### src/rtl/instr_fetch_unit_pkg.sv
// ============================================================================
// Module   : if_pkg
// Purpose  : Shared constants and the fetch-buffer entry type for the
//            instruction fetch unit.
// Revision : 1.0 - initial release
// ============================================================================
`default_nettype none

package if_pkg;

    localparam logic [31:0] INSTR_NOP        = 32'h0000_0013;
    localparam logic [31:0] DEFAULT_RESET_PC = 32'h0000_0000;

    typedef struct packed {
        logic [31:0] pc;
        logic [31:0] instr;
    } fetch_entry_t;

endpackage

`default_nettype wire

### src/rtl/instr_fetch_unit_if.sv
// ============================================================================
// Module   : instr_fetch_unit_if
// Purpose  : ROM, redirect and decode-handshake signals of the fetch unit.
//            if_misalign exists only when FETCH_MISALIGN_CHECK_EN is defined.
// Revision : 1.0 - initial release
// ============================================================================
`default_nettype none

interface instr_fetch_unit_if #(
    parameter int XLEN = 32
);
    logic [XLEN-1:0] imem_addr;
    logic [XLEN-1:0] imem_rdata;
    logic            redirect_valid;
    logic [XLEN-1:0] redirect_pc;
    logic            if_valid;
    logic            if_ready;
    logic [31:0]     if_instr;
    logic [XLEN-1:0] if_pc;
    logic [XLEN-1:0] if_pc_plus4;
`ifdef FETCH_MISALIGN_CHECK_EN
    logic            if_misalign;
`endif

    // Fetch-unit side
    modport master (
        output imem_addr,
        input  imem_rdata,
        input  redirect_valid,
        input  redirect_pc,
        output if_valid,
        input  if_ready,
        output if_instr,
        output if_pc,
        output if_pc_plus4
`ifdef FETCH_MISALIGN_CHECK_EN
        ,output if_misalign
`endif
    );

    // ROM / execute / decode side
    modport slave (
        input  imem_addr,
        output imem_rdata,
        output redirect_valid,
        output redirect_pc,
        input  if_valid,
        output if_ready,
        input  if_instr,
        input  if_pc,
        input  if_pc_plus4
`ifdef FETCH_MISALIGN_CHECK_EN
        ,input if_misalign
`endif
    );

endinterface

`default_nettype wire

### src/rtl/instr_fetch_unit_buffer.sv
// ============================================================================
// Module   : fetch_buffer
// Purpose  : Synchronous FIFO of {pc, instr} entries; flush beats push/pop.
// Revision : 1.0 - initial release
// ============================================================================
`default_nettype none

module fetch_buffer
    import if_pkg::*;
#(
    parameter int DEPTH = 2
) (
    input  wire logic                      clk,
    input  wire logic                      rst,
    input  wire logic                      flush,
    input  wire logic                      push,
    input  wire logic                      pop,
    input  wire fetch_entry_t              wdata,
    output fetch_entry_t                   rdata,
    output logic [$clog2(DEPTH):0]         count,
    output logic                           full,
    output logic                           empty
);

    localparam int AW = $clog2(DEPTH);
    localparam logic [AW:0]   c_depth   = (AW+1)'(DEPTH);
    localparam logic [AW:0]   c_cnt_one = (AW+1)'(1);
    localparam logic [AW-1:0] c_ptr_one = AW'(1);

    fetch_entry_t    r_mem [DEPTH];
    logic [AW-1:0]   r_wptr;
    logic [AW-1:0]   r_rptr;
    logic [AW:0]     r_count;

    always_ff @(posedge clk or posedge rst) begin
        if (rst) begin
            r_wptr  <= '0;
            r_rptr  <= '0;
            r_count <= '0;
        end else if (flush) begin
            r_wptr  <= '0;
            r_rptr  <= '0;
            r_count <= '0;
        end else begin
            if (push) r_wptr <= r_wptr + c_ptr_one;
            if (pop)  r_rptr <= r_rptr + c_ptr_one;
            case ({push, pop})
                2'b10:   r_count <= r_count + c_cnt_one;
                2'b01:   r_count <= r_count - c_cnt_one;
                default: r_count <= r_count;
            endcase
        end
    end

    // Storage needs no reset: the head is masked while the FIFO is empty.
    always_ff @(posedge clk) begin
        if (push && !flush) r_mem[r_wptr] <= wdata;
    end

    assign rdata = r_mem[r_rptr];
    assign count = r_count;
    assign full  = (r_count == c_depth);
    assign empty = (r_count == '0);

endmodule

`default_nettype wire

### src/rtl/instr_fetch_unit.sv
// ============================================================================
// Module   : instr_fetch_unit
// Purpose  : PC owner and prefetch stage between the instruction ROM and
//            decode. Optional feature macro: FETCH_MISALIGN_CHECK_EN.
// Revision : 1.0 - initial release
// ============================================================================
`default_nettype none

module instr_fetch_unit
    import if_pkg::*;
#(
    parameter int              XLEN      = 32,
    parameter logic [XLEN-1:0] RESET_PC  = DEFAULT_RESET_PC,
    parameter int              BUF_DEPTH = 2
) (
    input  wire logic          clk,
    input  wire logic          reset,
    instr_fetch_unit_if.master bus
);

    localparam logic [XLEN-1:0] c_pc_step = XLEN'(4);

    logic [XLEN-1:0]           r_pc;
    logic                      w_push;
    logic                      w_pop;
    logic                      w_valid;
    logic                      w_stall;
    logic                      w_full;
    logic                      w_empty;
    logic [$clog2(BUF_DEPTH):0] w_count;
    logic [XLEN-1:0]           w_redirect_aligned;
    fetch_entry_t              w_wdata;
    fetch_entry_t              w_head;

    assign w_redirect_aligned = {bus.redirect_pc[XLEN-1:2], 2'b00};

    // Redirect masks the head combinationally so decode never takes a stale word.
    assign w_valid = !w_empty && !bus.redirect_valid;
    assign w_pop   = w_valid && bus.if_ready;
    assign w_push  = !bus.redirect_valid && !w_stall && (!w_full || w_pop);

    assign w_wdata.pc    = r_pc;
    assign w_wdata.instr = bus.imem_rdata;

    fetch_buffer #(
        .DEPTH (BUF_DEPTH)
    ) u_buffer (
        .clk   (clk),
        .rst   (reset),
        .flush (bus.redirect_valid),
        .push  (w_push),
        .pop   (w_pop),
        .wdata (w_wdata),
        .rdata (w_head),
        .count (w_count),
        .full  (w_full),
        .empty (w_empty)
    );

`ifdef FETCH_MISALIGN_CHECK_EN
    logic r_misalign;
    logic w_redirect_misaligned;

    assign w_redirect_misaligned = (bus.redirect_pc[1:0] != 2'b00);
    assign w_stall               = r_misalign;
    assign bus.if_misalign       = r_misalign;

    always_ff @(posedge clk or posedge reset) begin
        if (reset)                   r_misalign <= 1'b0;
        else if (bus.redirect_valid) r_misalign <= w_redirect_misaligned;
    end

    always_ff @(posedge clk or posedge reset) begin
        if (reset)                   r_pc <= RESET_PC;
        else if (bus.redirect_valid) r_pc <= w_redirect_misaligned ? bus.redirect_pc : w_redirect_aligned;
        else if (w_push)             r_pc <= r_pc + c_pc_step;
    end
`else
    logic w_unused_lo;

    assign w_stall     = 1'b0;
    assign w_unused_lo = ^{bus.redirect_pc[1:0], w_count};

    always_ff @(posedge clk or posedge reset) begin
        if (reset)                   r_pc <= RESET_PC;
        else if (bus.redirect_valid) r_pc <= w_redirect_aligned;
        else if (w_push)             r_pc <= r_pc + c_pc_step;
    end
`endif

    assign bus.imem_addr   = r_pc;
    assign bus.if_valid    = w_valid;
    assign bus.if_instr    = w_empty ? 32'h0     : w_head.instr;
    assign bus.if_pc       = w_empty ? XLEN'(0)  : w_head.pc;
    assign bus.if_pc_plus4 = w_empty ? XLEN'(0)  : w_head.pc + c_pc_step;

endmodule

`default_nettype wire
### src/flat_wrapper.sv
// flat-port wrapper written by rule: the top's interface ports become plain ports
module instr_fetch_unit_flat import if_pkg::*;
#(
    parameter int              XLEN      = 32,
    parameter logic [XLEN-1:0] RESET_PC  = DEFAULT_RESET_PC,
    parameter int              BUF_DEPTH = 2
)
  (clk, reset, bus_imem_addr, bus_imem_rdata, bus_redirect_valid, bus_redirect_pc, bus_if_valid, bus_if_ready, bus_if_instr, bus_if_pc, bus_if_pc_plus4);
  instr_fetch_unit_if #(.XLEN(XLEN)) bus_i ();
  input  wire logic clk;
  input  wire logic reset;
  output wire logic [$bits(bus_i.imem_addr)-1:0] bus_imem_addr;
  input wire logic [$bits(bus_i.imem_rdata)-1:0] bus_imem_rdata;
  input wire logic [$bits(bus_i.redirect_valid)-1:0] bus_redirect_valid;
  input wire logic [$bits(bus_i.redirect_pc)-1:0] bus_redirect_pc;
  output wire logic [$bits(bus_i.if_valid)-1:0] bus_if_valid;
  input wire logic [$bits(bus_i.if_ready)-1:0] bus_if_ready;
  output wire logic [$bits(bus_i.if_instr)-1:0] bus_if_instr;
  output wire logic [$bits(bus_i.if_pc)-1:0] bus_if_pc;
  output wire logic [$bits(bus_i.if_pc_plus4)-1:0] bus_if_pc_plus4;
  assign bus_imem_addr = bus_i.imem_addr;
  assign bus_i.imem_rdata = bus_imem_rdata;
  assign bus_i.redirect_valid = bus_redirect_valid;
  assign bus_i.redirect_pc = bus_redirect_pc;
  assign bus_if_valid = bus_i.if_valid;
  assign bus_i.if_ready = bus_if_ready;
  assign bus_if_instr = bus_i.if_instr;
  assign bus_if_pc = bus_i.if_pc;
  assign bus_if_pc_plus4 = bus_i.if_pc_plus4;
  instr_fetch_unit #(.XLEN(XLEN), .RESET_PC(RESET_PC), .BUF_DEPTH(BUF_DEPTH)) u_core (.clk(clk), .reset(reset), .bus(bus_i));
endmodule
### config.mk
export PLATFORM = sky130hd
export DESIGN_NAME = instr_fetch_unit_flat
export DESIGN_NICKNAME = d
export VERILOG_FILES = /design/src/rtl/instr_fetch_unit_pkg.sv /design/src/rtl/instr_fetch_unit_if.sv /design/src/rtl/instr_fetch_unit_buffer.sv /design/src/rtl/instr_fetch_unit.sv /design/src/flat_wrapper.sv
export SDC_FILE = /design/constraint.sdc
export NUM_CORES = 1
export LEC_CHECK = 0
export BUFFER_PORTS_ARGS = -buffer_cell sky130_fd_sc_hd__buf_2
export CORE_MARGIN = 1.5
export CORE_UTILIZATION = 30
export DETAILED_ROUTE_END_ITERATION = 8
export GPL_TIMING_DRIVEN = 0
export PLACE_DENSITY = 0.54
export REMOVE_ABC_BUFFERS = 1
export SLEW_MARGIN = 0
export SYNTH_ARGS = -nofsm -noshare
export SYNTH_HDL_FRONTEND = slang
export SYNTH_SLANG_ARGS = --single-unit
### constraint.sdc
create_clock -name clk -period 5.5 [get_ports clk]
set_input_delay 0.55 -clock clk [delete_from_list [all_inputs] [get_ports clk]]
set_output_delay 0.55 -clock clk [all_outputs]
set_load 0.05 [all_outputs]
==> results of run 1 <==
==> state kept, by name, summed over array words and instances, names as in the netlist <==
register / cells
u_core.u_buffer.r_wptr: 1
u_core.u_buffer.count: 2
u_core.u_buffer.r_mem: 124
u_core.bus.imem_addr: 30
u_core.u_buffer.r_rptr: 1
==> power by group <==
part	total (W)	leakage (nW)	switching [W]	internal (W)
Sequential	0.00151	1.58	0.0000968	0.00141
Clock	0.00111	0.267	0.000473	0.000635
Combinational	0.00104	1.98	0.000771	0.000271
Total	0.00366	3.82	0.00134	0.00232
==> cell usage after synthesis (all sizes together) (2+ instances only) <==
library cell / number
edfxtp: 124
nor2: 85
nand2: 59
mux2i: 57
o21ai: 36
dfrtp: 34
nand3: 32
xor2: 26
buf: 23
nand4: 18
xnor2: 17
clkbuf: 13
and2: 12
mux2: 10
a31oi: 8
nor4: 7
inv: 6
a211oi: 5
a21oi: 5
nand2b: 5
nand3b: 5
and3: 4
nand4b: 4
nor3: 4
o31ai: 4
a22oi: 3
nor2b: 3
a21boi: 2
a221oi: 2
a41oi: 2
ha: 2
==> worst max-delay path, delay by kind of cell, from the launching register on <==
family / cells / cell delay [ns]
mux: 2 / 0.65
flops: 1 / 0.83
simple gates: 2 / 0.67
compound gates: 1 / 0.46
fa+ha+maj: 1 / 0.22
buf+inv: 2 / 0.31
==> cell families after synthesis <==
group           count (synthesis)
buf+inv                        42
mux                            67
flops                         158
compound gates                 71
xor+xnor                       43
other cells                     1
fa+ha+maj                       2
simple gates                  243
==> per-layer routing <==
| metal | wire (um) | share of wire (%) | track usage [%] |
|---|---|---|---|
| met1 | 8850 | 47 | 19.6 |
| met2 | 8770 | 47 | 23.0 |
| met3 | 832 | 4.5 | 3.11 |
| met5 | 11 | 0.059 | 0 |
| met4 | 167 | 0.90 | 3.50 |
==> worst min path at each step <==
stage / from / endpoint / slack [ns] / depth (start not counted)
after CTS: bus_imem_rdata[16] / u_core.u_buffer.r_mem[0][16]$_DFFE_PP_ / 0.30 / 1
after global routing: bus_imem_rdata[16] / u_core.u_buffer.r_mem[0][16]$_DFFE_PP_ / 0.30 / 1
after detailed placement: u_core.bus.imem_addr[14]$_DFFE_PP0P_ / u_core.u_buffer.r_mem[1][46]$_DFFE_PP_ / 0.50 / 0
after floorplan: u_core.u_buffer.r_wptr$_DFFE_PP0P_ / u_core.u_buffer.r_wptr$_DFFE_PP0P_ / 0.53 / 2
after global placement: u_core.bus.imem_addr[14]$_DFFE_PP0P_ / u_core.u_buffer.r_mem[0][46]$_DFFE_PP_ / 0.49 / 0
final: reset / u_core.bus.imem_addr[18]$_DFFE_PP0P_ / 0.29 / 2
==> through the flow <==
step / worst slack (ns) / hold WS (ns) / instances
5_1_grt: 1.16 / 0.295 / 1155
4_1_cts: 1.32 / 0.302 / 1155
2_1_floorplan: -0.547 / 0.526 / 596
3_3_place_gp: -4.43 / 0.490 / 1114
6_report: 1.39 / 0.287 / 1155
3_5_place_dp: 1.79 / 0.502 / 1123
==> final cells by class <==
cell class | count | area [um2]
fillers | 2495 | 15500
flip-flops and latches | 158 | 4580
multi-input cells | 432 | 2890
repair buffers | 197 | 1100
clock buffers | 19 | 443
well taps | 330 | 413
clock inverters | 13 | 115
inverters | 6 | 22.5
==> results_dict.tcl, run 1 <==
set metrics [dict create \
    cp_common_cell "mux2_2" \
    core_um2 25100 \
    initial_core_util_pct 30.4 \
    finalSetupViolCount 0 \
    holdCritPathClass "in -> async" \
    tns_ns 0 \
    cts_resized 0 \
    fin_nets 882 \
    r2r-end "u_core.bus.imem_addr[27]$_DFFE_PP0P_" \
    ys_seq_area_share_pct 59.8 \
    cp.required_ns 4.95 \
    async_flop_share_pct 21.5 \
    synth_cell_types 61 \
    clockBufferDepth 2 \
    grt_max_degree 69 \
    worstMarginPinSlew_ns 1.09 \
    cp-end-kind "primary output" \
    dr.pass1.iters 4 \
    r2r_cells 5 \
    clock-sinks 158 \
    yosysTopAreaCell "edfxtp_1" \
    fp.dieH_um 163 \
    yosysTopAreaCellShare_pct 48.7 \
    ant_nets 0 \
    path_class "reg -> out" \
    r2r_start "u_core.bus.imem_addr[8]$_DFFE_PP0P_" \
    wl_mm 18.6 \
    relSlewSlack_pct 27.0 \
    antenna_found_initial 1 \
    cts_max_level 4 \
    area_growth_pct 25.2 \
    rsz0062_at_grt "false" \
    finalCritPeriodShare_pct 74.8 \
    synth_warnings 0 \
    drc 0 \
    max_cap_viol_count 0 \
    crit_end "bus_if_pc_plus4[24]" \
    muxShareOfSynthArea_pct 8.99 \
    finalHoldViolCount 0 \
    holdBufCountCts 0 \
    final_core_utilization_pct 38.1 \
    fin_area_um2 9570 \
    path_cells "mux2_2, ha_1, inv_1, a211oi_4, nand4_2, and2b_1, mux2_2, buf_2" \
    cp.arrival_ns 3.56 \
    tritoncts "done" \
    synth_cells 627 \
    critPathMaxStageDelay_ns 0.83 \
    drtIter0Drc 215 \
    grt_use_total_pct 14.3 \
    ys_ff_latch 158 \
    ir_drop_mv 0.189 \
    post-cts-setup-buffers 0 \
    postPlaceCellArea_um2 9010 \
    drive_above_1_share_pct 31.6 \
    row_count 58 \
    first_global_vias 5131 \
    dp_hpwl_mm 13.4 \
    finalMaxSlewViolations 0 \
    synth.avg_cell_area_um2 12.2 \
    final_common_cell "buf_2" \
    synth-simple-area-share_pct 16.6 \
    post_drt_wl_per_cell_um 16.1 \
    rrSetupSlack_ns 3.13 \
    via_count 5393 \
    gp_congestion 0.750 \
    diodes 0 \
    port-buffer-count 188 \
    worstSkewPairLatency_ns 0.42 \
    overflow 0 \
    cpMaxStageDelayCell "dfrtp_4" \
    status "completed" \
    achievable-frequency_mhz 243 \
    p_leak_nw 3.82 \
    grt_pass1_wl_mm 28.9 \
    total_power_w 0.00366 \
    synth_top_family_by_area "simple AND/OR/NAND/NOR gates" \
    die_x_um 163 \
    cp_max_fo 43 \
    synthTopCellsByArea "edfxtp_1 49%, dfrtp_1 11%, mux2i_1 7.5%, nor2_1 4.2%, xor2_1 3.0%" \
    synth_xor_area_share_pct 4.93 \
    clockRootBuffer "clkbuf_16" \
    p_per_area_nw_per_um2 382 \
    fin_skew_ns 0.0138 \
    critPathLaunchType "register" \
    synth_fa_ha_area_share_pct 0.327 \
    fin_crit_ns 4.11 \
    clk_pin_slew_ns 0.07 \
    via_per_inst 4.67 \
    io_pins 197 \
    startpoint "u_core.u_buffer.r_rptr$_DFFE_PP0P_" \
    synth-compound-area-share_pct 6.45 \
    mostFrequentLayoutCells "188 x buf_2, 124 x edfxtp_1, 84 x nor2_1" \
    synth-edff-count 124 \
    syn-cell-area_um2 7640 \
    numCtsBuffers 17 \
    dieArea_um2 26400 \
    synth_top_flop_cell "edfxtp_1" \
]
No activity file was read; power rests on OpenSTA's default activity.
==> inputs of run 2 (changes only) <==
==> constraint.sdc (replaced) <==
create_clock -name clk -period 3.5 [get_ports clk]
set_input_delay 0.35 -clock clk [delete_from_list [all_inputs] [get_ports clk]]
set_output_delay 0.35 -clock clk [all_outputs]
set_load 0.05 [all_outputs]
==> run 2 against run 1 <==
Clock skew decreased by 0.00076 ns. Count of clock-buffer cells in the layout unchanged. Global-route usage up 0.30 points. Non-clock buffer count up 7. Combinational power increased by 63%. Wire length up 2.5%. Hold slack worse by 0.19 ns. Sequential share of layout area is 0.67 points lower. Via count rose by 0.80%. Die area unchanged. Flip-flop and latch count unchanged. Setup slack worse by 1.2 ns. Largest cell class unchanged. Highest routed layer unchanged.
==> results_dict.tcl, run 2 (same netlist as run 1, synthesis figures left out) <==
set metrics [dict create \
    status "completed" \
    p_leak_nw 3.89 \
    clock-sinks 158 \
    cp-end-kind "primary output" \
    rsz0062_at_grt "false" \
    relSlewSlack_pct 26.9 \
    cts_max_level 4 \
    dr.pass1.iters 6 \
    path_cells "mux2_2, ha_1, inv_1, a211oi_4, buf_12, nand4_4, and2b_1, mux2_2, buf_2" \
    grt_max_degree 69 \
    max_cap_viol_count 0 \
    crit_buf_inv 3 \
    gp_congestion 0.750 \
    p_per_area_nw_per_um2 596 \
    ir_drop_mv 0.296 \
    drive_above_1_share_pct 32.2 \
    cp_top_family "multiplexers" \
    drc 0 \
    largest_reg_flops 124 \
    clockRootBuffer "clkbuf_16" \
    fin_crit_ns 3.34 \
    ant_nets 0 \
    finalCritPeriodShare_pct 95.3 \
    cp_common_cell "mux2_2" \
    fin_nets 889 \
    r2r_start "u_core.bus.imem_addr[8]$_DFFE_PP0P_" \
    cp_max_fo 14 \
    die_x_um 163 \
    regMostFlops "u_core.u_buffer.r_mem" \
    first_global_vias 5181 \
    critPathLaunchType "register" \
    row_count 58 \
    clockBufferDepth 2 \
    io_pins 197 \
    overflow 0 \
    critPathMaxStageDelay_ns 0.62 \
    tritoncts "done" \
    port-buffer-count 188 \
    tns_ns 0 \
    drtIter0Drc 242 \
    antenna_found_initial 1 \
    holdCritPathClass "in -> async" \
    clk_pin_slew_ns 0.07 \
    diodes 0 \
    grt_pass1_wl_mm 29.4 \
    core_um2 25100 \
    path_class "reg -> out" \
    worstSkewPairLatency_ns 0.41 \
    via_per_inst 4.68 \
    mostFrequentLayoutCells "188 x buf_2, 124 x edfxtp_1, 84 x nor2_1" \
    grt_use_total_pct 14.6 \
    wl_mm 19.1 \
    place_ws_ns -0.0123 \
    cpMaxStageDelayCell "dfrtp_4" \
    numCtsBuffers 17 \
    finalHoldViolCount 0 \
    dp_hpwl_mm 13.4 \
    worstMarginPinSlew_ns 1.10 \
    dieArea_um2 26400 \
    cp.required_ns 3.15 \
    finalSetupViolCount 0 \
    final_common_cell "buf_2" \
    finalMaxSlewViolations 0 \
    fin_skew_ns 0.0130 \
    initial_core_util_pct 30.4 \
    setup_ws_ns 0.164 \
    post_drt_wl_per_cell_um 16.4 \
    total_power_w 0.00579 \
    area_growth_pct 27.0 \
    via_count 5436 \
    cp.arrival_ns 2.99 \
    fp.dieH_um 163 \
    achievable-frequency_mhz 300 \
    startpoint "u_core.u_buffer.r_rptr$_DFFE_PP0P_" \
]
==> run 2: cell count changes in the layout (fill, tap and decap cells not counted), sizes merged <==
cell / delta
buf: +6
clkbuf: +1
==> run 2: worst paths after layout <==
path / to / slack (ns) / cells after the start
min in group clk: u_core.u_buffer.r_mem[0][12]$_DFFE_PP_ / 0.13 / 1
setup / recovery: bus_if_pc_plus4[24] / 0.16 / 9
setup reg to reg: u_core.bus.imem_addr[27]$_DFFE_PP0P_ / 1.15 / 5
hold reg to reg: u_core.u_buffer.r_mem[0][46]$_DFFE_PP_ / 0.51 / 0
max in group asynchronous: u_core.u_buffer.r_rptr$_DFFE_PP0P_ / 2.81 / 2
hold / removal: u_core.bus.imem_addr[18]$_DFFE_PP0P_ / 0.09 / 2
==> run 2: layout make-up <==
cell class	count	area [um2]
fill	2486	15400
tap	330	413
clock inverter	13	115
multi-input combinational	432	2920
timing repair buffer	204	1220
clock buffer	19	443
sequential	158	4580
inverter	6	22.5
==> run 2: worst register-to-register path, delay by kind of cell, from the launching register on <==
kind / cells / cell delay (ns)
simple gates: 3 / 1.30
xor+xnor: 1 / 0.18
mux: 1 / 0.26
flops: 1 / 0.50
==> run 2: metrics by stage <==
step | hold WS [ns] | instances | util, % | area [um2]
after global routing | 0.0952 | 1162 | 38.7 | 9710
after global placement | 0.490 | 1114 | 35.1 | 8820
final | 0.0928 | 1162 | 38.7 | 9710
after detailed placement | 0.502 | 1123 | 35.9 | 9010
after CTS | 0.102 | 1160 | 38.5 | 9660
after floorplan | 0.413 | 596 | - | 7470
==> run 2: per-layer routing <==
| layer | vias to the layer above | part of all wire, % | track usage, % |
|---|---|---|---|
| met5 | - | 0.058 | 0 |
| met4 | 2 | 0.72 | 3.63 |
| met3 | 9 | 4.7 | 3.34 |
| met2 | 143 | 48 | 23.9 |
| met1 | 2629 | 47 | 19.6 |
| li1 | 2653 | - | - |
==> run 2: what timing repair did <==
item | CTS | global route
setup endpoints to repair | 14 | 6
resized for setup | 3 | 0
cloned | 0 | 1
hold buffers | 0 | 0
buffers inserted | 5 | 1
pin swaps | 2 | 2
==> run 2: report_power, final <==
| group | internal (W) | switching [W] |
|---|---|---|
| logic | 0.000445 | 0.00124 |
| clock network | 0.000999 | 0.000744 |
| registers | 0.00222 | 0.000138 |
==> inputs of run 3 (changes only) <==
--- a/config.mk
+++ b/config.mk
@@ -6,11 +6,13 @@
 export NUM_CORES = 1
 export LEC_CHECK = 0
 export BUFFER_PORTS_ARGS = -buffer_cell sky130_fd_sc_hd__buf_2
+export CELL_PAD_IN_SITES_DETAIL_PLACEMENT = 1
+export CELL_PAD_IN_SITES_GLOBAL_PLACEMENT = 1
 export CORE_MARGIN = 1.5
-export CORE_UTILIZATION = 30
+export CORE_UTILIZATION = 38
 export DETAILED_ROUTE_END_ITERATION = 8
 export GPL_TIMING_DRIVEN = 0
-export PLACE_DENSITY = 0.54
+export PLACE_DENSITY = 0.79
 export REMOVE_ABC_BUFFERS = 1
 export SLEW_MARGIN = 0
 export SYNTH_ARGS = -nofsm -noshare
==> run 3 against run 2 <==
Sequential share of layout area increased by 0.42 points. Design area decreased by 0.89%. Clock skew grew 0.00060 ns. Count of clock-buffer cells in the layout shrank 1. Hold slack got worse by 0.019 ns. Core utilization increased by 10 points. Combinational power hardly changed. Critical path depth fell by 2. Maximum frequency decreased by 0.96%. Non-clock buffer count rose by 1.
==> results_dict.tcl, run 3 (same netlist as run 1, synthesis figures left out) <==
set metrics [dict create \
    status "completed" \
    clock-sinks 158 \
    gp_congestion 0.750 \
    final_core_utilization_pct 49.1 \
    critPathLaunchType "register" \
    row_count 51 \
    fp.dieH_um 145 \
    via_count 5562 \
    cp.required_ns 3.15 \
    dp_hpwl_mm 13.8 \
    pwr-share-clk_pct 30.4 \
    p_leak_nw 3.88 \
    r2r_start "u_core.bus.imem_addr[8]$_DFFE_PP0P_" \
    seqCellArea_um2 4580 \
    dr.pass1.iters 4 \
    grt_use_total_pct 19.1 \
    numCtsBuffers 17 \
    hold_ws_ns 0.0735 \
    overflow 0 \
    worstSkewPairLatency_ns 0.42 \
    port-buffer-count 188 \
    achievable-frequency_mhz 297 \
    r2r_cells 5 \
    cp_max_fo 29 \
    post_drt_wl_per_cell_um 18.1 \
    regMostFlops "u_core.u_buffer.r_mem" \
    die_x_um 145 \
    p_per_area_nw_per_um2 606 \
    drive_above_1_share_pct 32.4 \
    ir_drop_mv 0.318 \
    fillers 2138 \
    finalCritPeriodShare_pct 96.2 \
    drtIter0Drc 225 \
    tritoncts "done" \
    core_um2 19600 \
    holdCritPathClass "in -> async" \
    fin_nets 890 \
    intPower_w 0.00366 \
    worstMarginPinSlew_ns 1.08 \
    fin_skew_ns 0.0136 \
    rsz0062_at_grt "false" \
    p_comb_share_pct 29.1 \
    finalMaxSlewViolations 0 \
    relSlewSlack_pct 27.7 \
    p_sw_share_pct 37.3 \
    switchingPower_w 0.00217 \
    io_pins 197 \
    clockRootBuffer "clkbuf_16" \
    fin_crit_ns 3.37 \
    largest_reg_flops 124 \
    dieArea_um2 21000 \
    finalHoldViolCount 0 \
    clockBufferDepth 2 \
    cp.arrival_ns 3.02 \
    first_global_vias 5658 \
    startpoint "u_core.u_buffer.r_rptr$_DFFE_PP0P_" \
    drc 0 \
    final_common_cell "buf_2" \
    power_frac_seq_pct 40.6 \
    holdBufCountCts 0 \
    grt_pass1_wl_mm 30.3 \
    wl_mm 19.9 \
    cp-end-kind "primary output" \
    area_growth_pct 25.9 \
    rrSetupSlack_ns 1.15 \
    r2r-end "u_core.bus.imem_addr[31]$_DFFE_PP0P_" \
    max_cap_viol_count 0 \
    crit_end "bus_if_pc_plus4[31]" \
    antenna_found_initial 0 \
    initial_core_util_pct 39.0 \
    ant_nets 0 \
    grt_max_degree 69 \
    clk_pin_slew_ns 0.07 \
    cts_max_level 4 \
    mostFrequentLayoutCells "188 x buf_2, 124 x edfxtp_1, 84 x nor2_1" \
    finalSetupViolCount 0 \
    path_class "reg -> out" \
    via_per_inst 5.06 \
    multi_input_area_um2 2910 \
]
[run 3: cell types whose count changed in the layout (fill, tap and decap cells not counted), moves of 2 or more]
| cell | before | now |
|---|---|---|
| buf_4 | 3 | 6 |
| clkinv_2 | 3 | 1 |
| inv_6 | 2 | 4 |
| buf_12 | 6 | 3 |
[run 3: timing repair]
action,in CTS,in global routing
endpoints found under the hold margin,0,0
pin swaps,3,1
setup endpoints to repair,14,4
setup buffers,7,2
gates cloned,0,1
gates resized for setup,2,0
[run 3: layout make-up]
| type | instances | area share (%) |
|---|---|---|
| Clock inverter | 14 | 1.38 |
| Multi-Input combinational cell | 432 | 30.3 |
| Clock buffer | 18 | 4.46 |
| Inverter | 6 | 0.234 |
| Sequential cell | 158 | 47.6 |
| Tap cell | 265 | 3.45 |
| Timing Repair Buffer | 205 | 12.6 |
| Antenna cell | 1 | 0.0260 |
[run 3: critical path, cell delays in order, from the launching register on]
cell      delay [ns]
dfrtp_4         0.61
buf_16          0.23
nand4b_1        0.30
a21oi_4         0.32
nand4_4         0.24
nor4_2          0.30
mux2_2          0.37
buf_2           0.21
[run 3: how the worst min path moves through the flow]
| stage | startpoint | to | slack, ns |
|---|---|---|---|
| after floorplan | bus_redirect_valid | u_core.u_buffer.count[0]$_DFFE_PP0P_ | 0.41 |
| after global placement | u_core.bus.imem_addr[31]$_DFFE_PP0P_ | u_core.u_buffer.r_mem[0][63]$_DFFE_PP_ | 0.54 |
| after detailed placement | bus_imem_rdata[6] | u_core.u_buffer.r_mem[1][6]$_DFFE_PP_ | 0.54 |
| after CTS | reset | u_core.bus.imem_addr[4]$_DFFE_PP0P_ | 0.1 |
| after global routing | bus_imem_rdata[4] | u_core.u_buffer.r_mem[1][4]$_DFFE_PP_ | 0.1 |
| final | reset | u_core.bus.imem_addr[6]$_DFFE_PP0P_ | 0.07 |
[run 3: stage by stage]
step / area (um2) / power (W) / std cells / worst slack (ns) / TNS [ns]
final: 9620 / 0.00583 / 1099 / 0.132 / 0
after global routing: 9620 / 0.00608 / 1098 / 0.00472 / 0
after CTS: 9580 / 0.00588 / 1095 / 0.0132 / 0
after detailed placement: 8910 / 0.00408 / 1056 / 0.0592 / 0
after global placement: 8740 / 0.00405 / 1049 / -5.78 / -605.74
after floorplan: 7470 / 0.00361 / 596 / -2.35 / -217.48
[run 3: metal layers]
layer | track usage (%) | vias to the layer above | wire [um]
met1 | 24.0 | 2734 | 8630
li1 | - | 2672 | -
met2 | 33.0 | 147 | 9950
met5 | 0 | - | 0
met3 | 4.48 | 9 | 1230
met4 | 4.68 | 0 | 93
[run 3: power by group through the flow]
stage / combinational (W) / clock, W / sequential [W]
floorplan: 0.00108 / 0 / 0.00253
global placement: 0.00159 / 0 / 0.00246
detailed placement: 0.00166 / 0 / 0.00242
CTS: 0.00170 / 0.00181 / 0.00236
global route: 0.00181 / 0.00189 / 0.00239
finish: 0.00169 / 0.00177 / 0.00237
